`src/rtl/bcd_pkg.sv`:
```
// Shared constants and state encoding for the BCD <-> binary conversion paths.
// The binary-to-BCD side uses threshold 5 / add 3; this side uses threshold 8 / subtract 3.
package bcd_pkg;

    localparam int         DIGIT_W     = 4;
    localparam logic [3:0] CORR_THRESH = 4'd8;
    localparam logic [3:0] CORR_SUB    = 4'd3;
    localparam logic [3:0] BCD_MAX     = 4'd9;

    typedef enum logic [1:0] {
        IDLE,
        CONV,
        DONE
    } state_t;

endpackage

```
`src/rtl/bcd_sub3_cell.sv`:
```
// One BCD digit correction step of reverse double dabble: digits >= 8 after a right shift lose 3.
module bcd_sub3_cell
    import bcd_pkg::*;
(
    input  logic [DIGIT_W-1:0] d,
    output logic [DIGIT_W-1:0] q
);

    assign q = (d >= CORR_THRESH) ? d - CORR_SUB : d;

endmodule

```
`src/rtl/bcd_to_bin.sv`:
```
// Iterative BCD-to-binary converter: one right shift plus per-digit correction per clock,
// BIN_W iterations per request, start/ready handshake in, single-cycle done pulse out.
module bcd_to_bin
    import bcd_pkg::*;
#(
    parameter int DIGITS = 4,
    parameter int BIN_W  = 14
) (
    input  logic                  clk,
    input  logic                  reset,
    input  logic                  start,
    input  logic [4*DIGITS-1:0]   bcd_in,
    output logic                  in_ready,
    output logic                  done,
    output logic [BIN_W-1:0]      bin_out,
    output logic                  err
);

    localparam int BCD_W  = DIGIT_W * DIGITS;
    localparam int WORK_W = BCD_W + BIN_W;
    localparam int CNT_W  = $clog2(BIN_W + 1);
    localparam logic [CNT_W-1:0] LAST_CNT = CNT_W'(BIN_W - 1);

    state_t              state, state_nxt;
    logic [WORK_W-1:0]   work, work_nxt;
    logic [WORK_W-1:0]   work_shift, work_corr;
    logic [CNT_W-1:0]    cnt, cnt_nxt;
    logic [BIN_W-1:0]    bin_nxt;
    logic                err_nxt, done_nxt;
    logic [DIGITS-1:0]   digit_bad;

    // Work register is {bcd field, bin field}; binary bits fall out of the BCD field into bin.
    assign work_shift            = work >> 1;
    assign work_corr[BIN_W-1:0]  = work_shift[BIN_W-1:0];

    for (genvar i = 0; i < DIGITS; i++) begin : g_digit
        bcd_sub3_cell u_cell (
            .d (work_shift[BIN_W + DIGIT_W*i +: DIGIT_W]),
            .q (work_corr [BIN_W + DIGIT_W*i +: DIGIT_W])
        );
        assign digit_bad[i] = bcd_in[DIGIT_W*i +: DIGIT_W] > BCD_MAX;
    end

    assign in_ready = (state == IDLE);

    always_comb begin
        // NOTE: every output of this block gets a default first, so no path leaves one unassigned (no latch).
        state_nxt = state;
        work_nxt  = work;
        cnt_nxt   = cnt;
        bin_nxt   = bin_out;
        err_nxt   = err;
        done_nxt  = 1'b0;
        case (state)
            IDLE: begin
                if (start) begin
                    if (|digit_bad) begin
                        bin_nxt   = '0;
                        err_nxt   = 1'b1;
                        done_nxt  = 1'b1;
                        state_nxt = DONE;
                    end else begin
                        work_nxt  = {bcd_in, {BIN_W{1'b0}}};
                        cnt_nxt   = '0;
                        state_nxt = CONV;
                    end
                end
            end
            CONV: begin
                work_nxt = work_corr;
                cnt_nxt  = cnt + 1'b1;
                if (cnt == LAST_CNT) begin
                    bin_nxt   = work_corr[BIN_W-1:0];
                    err_nxt   = 1'b0;
                    done_nxt  = 1'b1;
                    state_nxt = DONE;
                end
            end
            DONE:    state_nxt = IDLE;
            default: state_nxt = IDLE;
        endcase
    end

    // NOTE: sequential state uses non-blocking assignments so every flop samples pre-edge values.
    always_ff @(posedge clk) begin
        if (reset) begin
            state   <= IDLE;
            work    <= '0;
            cnt     <= '0;
            bin_out <= '0;
            err     <= 1'b0;
            done    <= 1'b0;
        end else begin
            state   <= state_nxt;
            work    <= work_nxt;
            cnt     <= cnt_nxt;
            bin_out <= bin_nxt;
            err     <= err_nxt;
            done    <= done_nxt;
        end
    end

endmodule

```
`config.mk`:
```
export PLATFORM = sky130hd
export DESIGN_NAME = bcd_to_bin
export DESIGN_NICKNAME = d
export VERILOG_FILES = /design/src/rtl/bcd_pkg.sv /design/src/rtl/bcd_sub3_cell.sv /design/src/rtl/bcd_to_bin.sv
export SDC_FILE = /design/constraint.sdc
export NUM_CORES = 1
export LEC_CHECK = 0
export BUFFER_PORTS_ARGS = -buffer_cell sky130_fd_sc_hd__buf_2
export CAP_MARGIN = 10
export CORE_ASPECT_RATIO = 0.5
export CORE_MARGIN = 3
export CORE_UTILIZATION = 50
export CTS_BUF_LIST = sky130_fd_sc_hd__clkbuf_4 sky130_fd_sc_hd__clkbuf_8
export CTS_CLUSTER_DIAMETER = 50
export DETAILED_ROUTE_END_ITERATION = 6
export PLACE_DENSITY = 0.76
export SETUP_SLACK_MARGIN = 0.3
export SLEW_MARGIN = 0
export SYNTH_ARGS = -nofsm -noshare
export SYNTH_HDL_FRONTEND = slang
export SYNTH_SLANG_ARGS = --single-unit
```
`constraint.sdc`:
```
create_clock -name clk -period 1.92 [get_ports clk]
set_input_delay 0.384 -clock clk [delete_from_list [all_inputs] [get_ports clk]]
set_output_delay 0.384 -clock clk [all_outputs]
set_load 0.02 [all_outputs]
```
# Word-level counts from Yosys, hierarchy flattened

Cells that the tools add are included.

Bits in latches: 0
Bits in read-only memories: 0
Memories kept: 0
Bits in writable memories: 0
Bits in registers: 52
Input bits: 19
Word-level logic and storage cells: 57

Add/sub/neg operators: 5
Bitwise gates (word level): 0
Reduce and logical (&&, ||, !) cells: 6
Eq/ne operators: 6
$lt $le $gt $ge: 8
Div/mod/pow operators: 0
$mul: 0
Mux-type cells: 26
Shift-type cells: 0

Operators by type and width:

| cell                | number |
|---|---|
| $mux 30             | 2 |
| $pmux 30 s2         | 1 |
| $mux 14             | 3 |
| $pmux 14 s2         | 1 |
| $mux 4              | 6 |
| $gt 4x4->1 const B  | 4 |
| $ge 4x4->1 const B  | 3 |
| $sub 4x2->4 const B | 3 |
| $pmux 4 s2          | 1 |
| $mux 1              | 6 |
| $mux 2              | 3 |
| $ne 2x2->1 const B  | 3 |
| $add 4x1->4 const B | 1 |
| $eq 4x4->1 const B  | 1 |
| $ge 3x4->1 const B  | 1 |
| $pmux 1 s2          | 2 |
| $pmux 2 s2          | 1 |
| $reduce_and 4->1    | 1 |
| $reduce_or 4->1     | 1 |
| $sub 3x2->4 const B | 1 |
| $reduce_and 3->1    | 1 |
| $eq 2x1->1 const B  | 1 |
| $logic_not 2->1     | 1 |
| $ne 2x1->1 const B  | 1 |
| other kinds (2)     | 2 |

# Logic depth before layout (Yosys ltp)

Gate-level depths: netlist (run 1).

Word-level depth: 5
Mapped depth: 7
Depth with buffers taken out: 6

# By module

From an unflattened synthesis (run 1), not the netlist that was laid out.

Cells, all modules: 288
Area, all modules: 2451.1 sq um

By module, submodules not included:

| module        | area each (sq um) | instances | cells each |
|---|---|---|---|
| bcd_to_bin    | 2145.8            | 1         | 244 |
| bcd_sub3_cell | 76.3              | 4         | 11 |

# Worst setup path after synthesis (run 1)

Ideal clock, no wire load.

Kind: input port to flip-flop
Start: input port bcd_in[10]
End: register work[29]
Path buffers: 2
Data required time: 1804 ps
Stages: 6
Arrival time: 1349 ps
Slack: 455 ps
Cells stage by stage: o21ai_1 and4_4 buf_6 a21oi_2 buf_6 a31o_2

Word-level cells in the longest chain between the ends: 4

RTL lines:

| what                              | RTL line         | source |
|---|---|---|
| from (decl)                       | bcd_to_bin.sv:12 | `input logic [4*DIGITS-1:0] bcd_in,` |
| $gt 4x4->1                        | bcd_to_bin.sv:41 | `assign digit_bad[i] = bcd_in[DIGIT_W*i +: DIGIT_W] > BCD_MAX;` |
| $reduce_or 4->1                   | bcd_to_bin.sv:57 | `if (\|digit_bad) begin` |
| $ne 2x2->1 (no source line)       | n/a              |  |
| $reduce_and 3->1 (no source line) | n/a              |  |
| to (signal assigned)              | bcd_to_bin.sv:95 | `work <= work_nxt;` |
| to (decl)                         | bcd_to_bin.sv:25 | `logic [WORK_W-1:0] work, work_nxt;` |

Every way passes these cells.
A chain may end at the register's enable or synchronous reset.

# Final worst setup path (run 1)

Start: register state[0]
End: register work[20]

Word-level cells in the longest chain between the ends: 3
Elaborated cells on any way between the ends: 7

RTL lines:

| what                                                             | RTL line         | source |
|---|---|---|
| from (decl)                                                      | bcd_to_bin.sv:24 | `state_t state, state_nxt;` |
| from (signal assigned)                                           | bcd_to_bin.sv:94 | `state <= state_nxt;` |
| $logic_not 2->1 or $eq 2x1->1 (tied branches)                    | bcd_to_bin.sv:54 | `case (state)` |
| $ne 2x2->1 (no source line) or $reduce_bool 2->1 (tied branches) | n/a              |  |
| $reduce_and 3->1 (no source line)                                | n/a              |  |

Several ways; a longest one is shown, not always the timed one.

==> results.tsv, run 1 <==
metric	value	unit
Worst Setup EP	work[20]	
period utilization	78.58	%
# DRC	0	
Async SR Flop Fraction	0	%
largest fanout on the critical path	18	
total number of vias	1874	
Slew @ Worst Pin	0.5335	ns
Final ANT Viol Nets	0	
Critical Path Sink Type	flip-flop	
vias in the first global route	1837	
worst hold path class	input pin to flip-flop	
Max-Cap Viols	0	
Most used DFF post-synth	dfxtp_1	
largest family of logic cells by synthesized area	compound AO/OA/AOI/OAI gates	
syn_area_per_cell	9.874	um^2
fin crit period	1.509	ns
worst r2r path cells	5	
Final Skew	0.005160	ns
Post-DP HPWL	3425	um
max-slew violations	0	
PnR worst setup slack	0.4112	ns
R2R Path End	work[20]	
num rows	16	
Mapped Cells	230	
Critical Path RT	2.17	ns
mux contribution to synthesized area	4.463	%
# clock sinks	51	
Final setup viols	0	
clk_lat worst skew	0.31	ns
Setup crit start	state[0]	
total power	0.002040	W
Clock Path Buffers	2	
largest net degree at the start of global routing	20	
Simple-Gate Fraction of Synth Area	12.62	%
Synth Area in XOR/XNOR	2.314	%
setup TNS	0	ns
Mapped Nets	257	
TritonCTS clock tree	built	
clock-pin slew on the worst setup and hold paths	0.10	ns
P_leak	1.153	nW
Initial Utilization	55.07	%
Starting DRT DRC Count	86	
Post-synth EDFFs	0	
final hold violations	0	
Power Density	768.2	mW/mm^2
reg2reg start	state[0]	
Synth Warn #	0	
RSZ-0062 raised after global routing	false	
most common cell after layout, fill and taps aside	dfxtp_1	
CORE AREA	0.004124	mm^2
total grt overflow	0	
n_diodes	0	
CP arrival	1.76	ns
initial antenna violation count	0	
Die X	101.3	um
CP Launch Type	flip-flop	
share of post-route cells with drive strength above 1	24.16	%
GRT Util Overall	19.70	%
Crit Path Class	flip-flop to flip-flop	
flop and latch count out of synthesis	51	
Netlist Area Pre-Place	0.002271	mm^2
RePlAce Congestion	0.8081	
die height	53.66	um
First-pass DRT Iterations	4	
Via density	5.802	
first-pass GRT wire length	8411	um
outcome	completed	
IO buf count	35	
Max IR drop VDD	0.3322	mV
Cell variety after synth	42	
Slew headroom	64.40	%
fmax	662.8	MHz
reg2reg setup slack	0.41	ns
H-tree levels	2	
WL final	4988	um
post-place setup slack	0.1365	ns
drt wl/cell	15.44	um
Hold Buf Count CTS	0	
I/O pins	36	
Syn-to-layout area delta	16.97	%
Compound-Gate Fraction of Synth Area	25.90	%
Clock Tree Root	clkbuf_8	
full die area	0.005436	mm^2
most frequent cells in the layout	dfxtp_1 (51), buf_2 (35), a22o_1 (27)	
CTS Buf Count	5	
Seq/Total Area, Yosys	44.96	%
Post-Synth Adder-Cell Area	4.408	%
final net count	295	
sequential cells by signal, indices dropped and copies added, names as in the netlist:
signal and cells:
bin_out 14, cnt 4, done 1, err 1
state 2, work 29
cell families after synthesis:
group | Yosys count
buffers and inverters | 23
AOI/OAI and AO/OA | 73
DFF | 51
muxes | 10
xor gates and xnor gates | 6
and+or+nand+nor | 59
adders and majority gates | 8
power breakdown:
part           internal [W]  switching, W  leakage [nW]  total (W)
Combinational      0.000109      0.000141         0.693   0.000250
Sequential          0.00109     0.0000310         0.413    0.00112
Clock              0.000295      0.000378        0.0474   0.000673
Total               0.00149      0.000550          1.15    0.00204
metal layers:
metal / vias to the layer above / GRT usage, % / routed length [um]
li1: 918 / - / -
met1: 904 / 23.92 / 2290
met5: - / 0 / 0
met3: 10 / 4.916 / 260
met2: 42 / 34.52 / 2353
met4: 0 / 7.285 / 84
cells in the mapped netlist, types with 4 or more instances:
master	number	area share (%)
buf_2	7	1.5
ha_1	8	4.4
o21ai_0	6	1.3
mux2i_1	9	4.0
a22o_1	27	10
nand2_1	24	4.0
nor2b_1	4	1.1
nor2_1	13	2.1
dfxtp_1	51	45
inv_1	9	1.5
o211ai_1	10	3.3
xnor2_1	6	2.3
a31oi_1	4	1.1
worst min-delay path by stage:
stage / startpoint / endpoint / slack, ns / cells past startpoint
3_3_place_gp: bin_out[5] / bin_out[5] / 0.45 / 1
3_5_place_dp: bin_out[9] / bin_out[9] / 0.46 / 1
4_1_cts: bcd_in[7] / work[21] / 0.32 / 2
2_1_floorplan: work[1] / work[1] / 0.44 / 1
5_1_grt: bcd_in[7] / work[21] / 0.32 / 2
6_report: bcd_in[7] / work[21] / 0.33 / 2
per-stage QoR:
step | hold slack [ns] | cells | instance area (um^2) | util, %
3_5_place_dp | 0.4570 | 313 | 2486 | 60.29
2_1_floorplan | 0.4428 | 230 | 2271 | -
6_report | 0.3253 | 323 | 2656 | 64.41
5_1_grt | 0.3212 | 323 | 2656 | 64.41
3_3_place_gp | 0.4538 | 313 | 2486 | 60.29
4_1_cts | 0.3239 | 322 | 2614 | 63.38
worst max-delay path, stage by stage, from the launching register on:
cell and delay, ns:
dfxtp_1 0.46, and2b_4 0.32, buf_6 0.21, nor2_1 0.06, a211o_1 0.27, mux2i_1 0.12
what timing repair did:
item	in CTS	in global routing
buffers inserted	1	1
setup endpoints to repair	28	22
gates resized for setup	2	5
gates cloned	0	0
pin swaps	1	1
area by class of cell:
type,count,area [um^2]
inverters,9,33.78
well taps,54,67.56
clock buffers,6,82.58
fillers,355,1468
clock inverters,2,16.27
repair buffers,45,279.0
flip-flops and latches,51,1021
multi-input cells,156,1156
(Power assumes the default switching activity.)
==> inputs of run 2 (changes only) <==
==> constraint.sdc (replaced) <==
create_clock -name clk -period 1.55 [get_ports clk]
set_input_delay 0.31 -clock clk [delete_from_list [all_inputs] [get_ports clk]]
set_output_delay 0.31 -clock clk [all_outputs]
set_load 0.02 [all_outputs]
==> results.tsv, run 2 (synthesized netlist as in run 1, its figures left out) <==
metric	value	unit	change
outcome	completed		
Crit Path Class	flip-flop to flip-flop		
most common cell after layout, fill and taps aside	dfxtp_1		
Max IR drop VDD	0.5415	mV	+63%
largest net degree at the start of global routing	20		unchanged
clk_lat worst skew	0.31	ns	about the same
Top reg by flops	work		
WL final	6642	um	+33%
Final setup viols	0		unchanged
Slew headroom	78.50	%	+14 points
worst hold path class	input pin to flip-flop		
max reg flops	29		unchanged
first-pass GRT wire length	9611	um	+14%
CTS Buf Count	5		unchanged
final hold violations	0		unchanged
Starting DRT DRC Count	200		+130%
First-pass DRT Iterations	4		unchanged
switch share	27.30	%	+0.34 points
die height	53.66	um	unchanged
# placed instances	323		+3.2%
clock-pin slew on the worst setup and hold paths	0.10	ns	about the same
PnR worst setup slack	0.1230	ns	-0.2882 ns
n_diodes	0		unchanged
clock share of power	33.8	%	+0.8 points
biggest regs	work (29), bin_out (14), cnt (4)		
Seq pwr share	48.8	%	-6.0 points
P_leak	1.373	nW	+19%
post-place setup slack	-0.1731	ns	-0.3096 ns
period utilization	92.06	%	+13 points
initial antenna violation count	0		unchanged
Die X	101.3	um	unchanged
final net count	322		+9.2%
Via density	5.989		+3.2%
Critical Path RT	1.73	ns	-0.44 ns
Power Density	890.6	mW/mm^2	+16%
reg2reg start	state[1]		
Post-DP HPWL	3547	um	+3.6%
worst path cell trace	and2b_4 -> buf_12 -> buf_16 -> a211oi_1 -> a311oi_1		
most frequent cells in the layout	dfxtp_1 (43), buf_2 (34), a22o_1 (27)		
total power	0.002852	W	+40%
internal power	0.002073	W	+39%
I/O pins	36		unchanged
Final ANT Viol Nets	0		unchanged
Net Sw Power	0.0007784	W	+42%
fmax	700.8	MHz	+5.7%
Worst Setup EP	work[28]		
largest fanout on the critical path	6		-12
share of post-route cells with drive strength above 1	41.22	%	+17 points
GRT Util Overall	23.31	%	+3.6 points
Initial Utilization	55.07	%	unchanged
final core occ	77.64	%	+13 points
vias in the first global route	1970		+7.2%
CP Launch Type	flip-flop		
# DRC	0		unchanged
total grt overflow	0		unchanged
max-slew violations	0		unchanged
CORE AREA	0.004124	mm^2	unchanged
RePlAce Congestion	0.8666		+7.2%
fin crit period	1.427	ns	-0.08185 ns
Clock Tree Root	clkbuf_8		
full die area	0.005436	mm^2	unchanged
reg2reg setup slack	0.12	ns	-0.29 ns
TritonCTS clock tree	built		
Clock Path Buffers	2		unchanged
Max-Cap Viols	0		unchanged
H-tree levels	2		unchanged
Setup crit start	state[1]		
RSZ-0062 raised after global routing	true		
CP arrival	1.61	ns	-0.15 ns
combinational power share	17.4	%	+5.1 points
num rows	16		unchanged
worst r2r path cells	5		unchanged
Finished Layout Cells	350		+8.4%
largest stage delay on the critical path	0.40	ns	-0.06 ns
# clock sinks	51		unchanged
Syn-to-layout area delta	40.99	%	
Hold Buf Count CTS	0		unchanged
Final Skew	0.002901	ns	-0.002259 ns
Slowest cell on crit path	dfxtp_4		
drt wl/cell	18.98	um	+23%
Slew @ Worst Pin	0.3214	ns	-0.2120 ns
Critical Path Sink Type	flip-flop		
total number of vias	2096		+12%
IO buf count	35		unchanged
R2R Path End	work[28]		
-- run 2: cell count changes in the layout (fill, tap and decap cells not counted), sizes merged --
cell	previous run	this run
inv	9	10
clkinv	1	0
bufinv	0	1
buf	45	71
-- run 2: critical path: cells and delay by family, from the launching register on --
family	cells	cell delay, ns
buf+inv	2	0.26
compound gates	2	0.40
flops	1	0.40
simple gates	1	0.24
-- run 2: area by class of cell --
| class | instances | area [um^2] |
|---|---|---|
| Clock inverter | 3 | 46.29 |
| Inverter | 9 | 33.78 |
| Multi-Input combinational cell | 156 | 1353 |
| Sequential cell | 51 | 1036 |
| Tap cell | 54 | 67.56 |
| Fill cell | 253 | 922.1 |
| Clock buffer | 5 | 68.82 |
| Timing Repair Buffer | 72 | 596.8 |
-- run 2: what timing repair did --
action,CTS,global route
hold endpoints to repair,0,0
resized for setup,42,20
setup endpoints to repair,47,49
buffers inserted,10,5
gates cloned,3,1
pin swaps,4,10
-- run 2: worst min path at each step --
stage                  end  slack, ns  cells after the start        start
2_1_floorplan      work[1]       0.44                      1      work[1]
3_3_place_gp   bin_out[10]       0.45                      1  bin_out[10]
3_5_place_dp   bin_out[13]       0.45                      1  bin_out[13]
4_1_cts           work[28]       0.29                      3   bcd_in[14]
5_1_grt           work[21]       0.30                      2    bcd_in[7]
6_report          work[21]       0.29                      2    bcd_in[7]
-- run 2: metrics by stage --
stage	hold WS, ns	area (um^2)	TNS, ns
6_report	0.2941	3202	0
5_1_grt	0.2991	3202	0
4_1_cts	0.2866	3054	0
3_5_place_dp	0.4524	2609	-2.752
3_3_place_gp	0.4506	2609	-1.577
2_1_floorplan	0.4428	2321	0
-- run 2: layer usage --
metal  share of wire [%]  track usage [%]  vias to the layer above  wire [um]
met2                  47            41.88                       86       3145
met4                 3.2            7.947                        0        213
li1                    -                -                      973          -
met3                 6.5            5.304                       24        431
met5                   0                0                        -          0
met1                  43            28.14                     1013       2852
-- run 2: power by group through the flow --
| stage | Combinational [W] | Clock, W | Sequential, W |
|---|---|---|---|
| 6_report | 0.000497 | 0.000964 | 0.00139 |
| 3_3_place_gp | 0.000312 | 0 | 0.00141 |
| 4_1_cts | 0.000434 | 0.000967 | 0.00138 |
| 3_5_place_dp | 0.000324 | 0 | 0.00141 |
| 2_1_floorplan | 0.000213 | 0 | 0.00141 |
| 5_1_grt | 0.000526 | 0.00104 | 0.00139 |
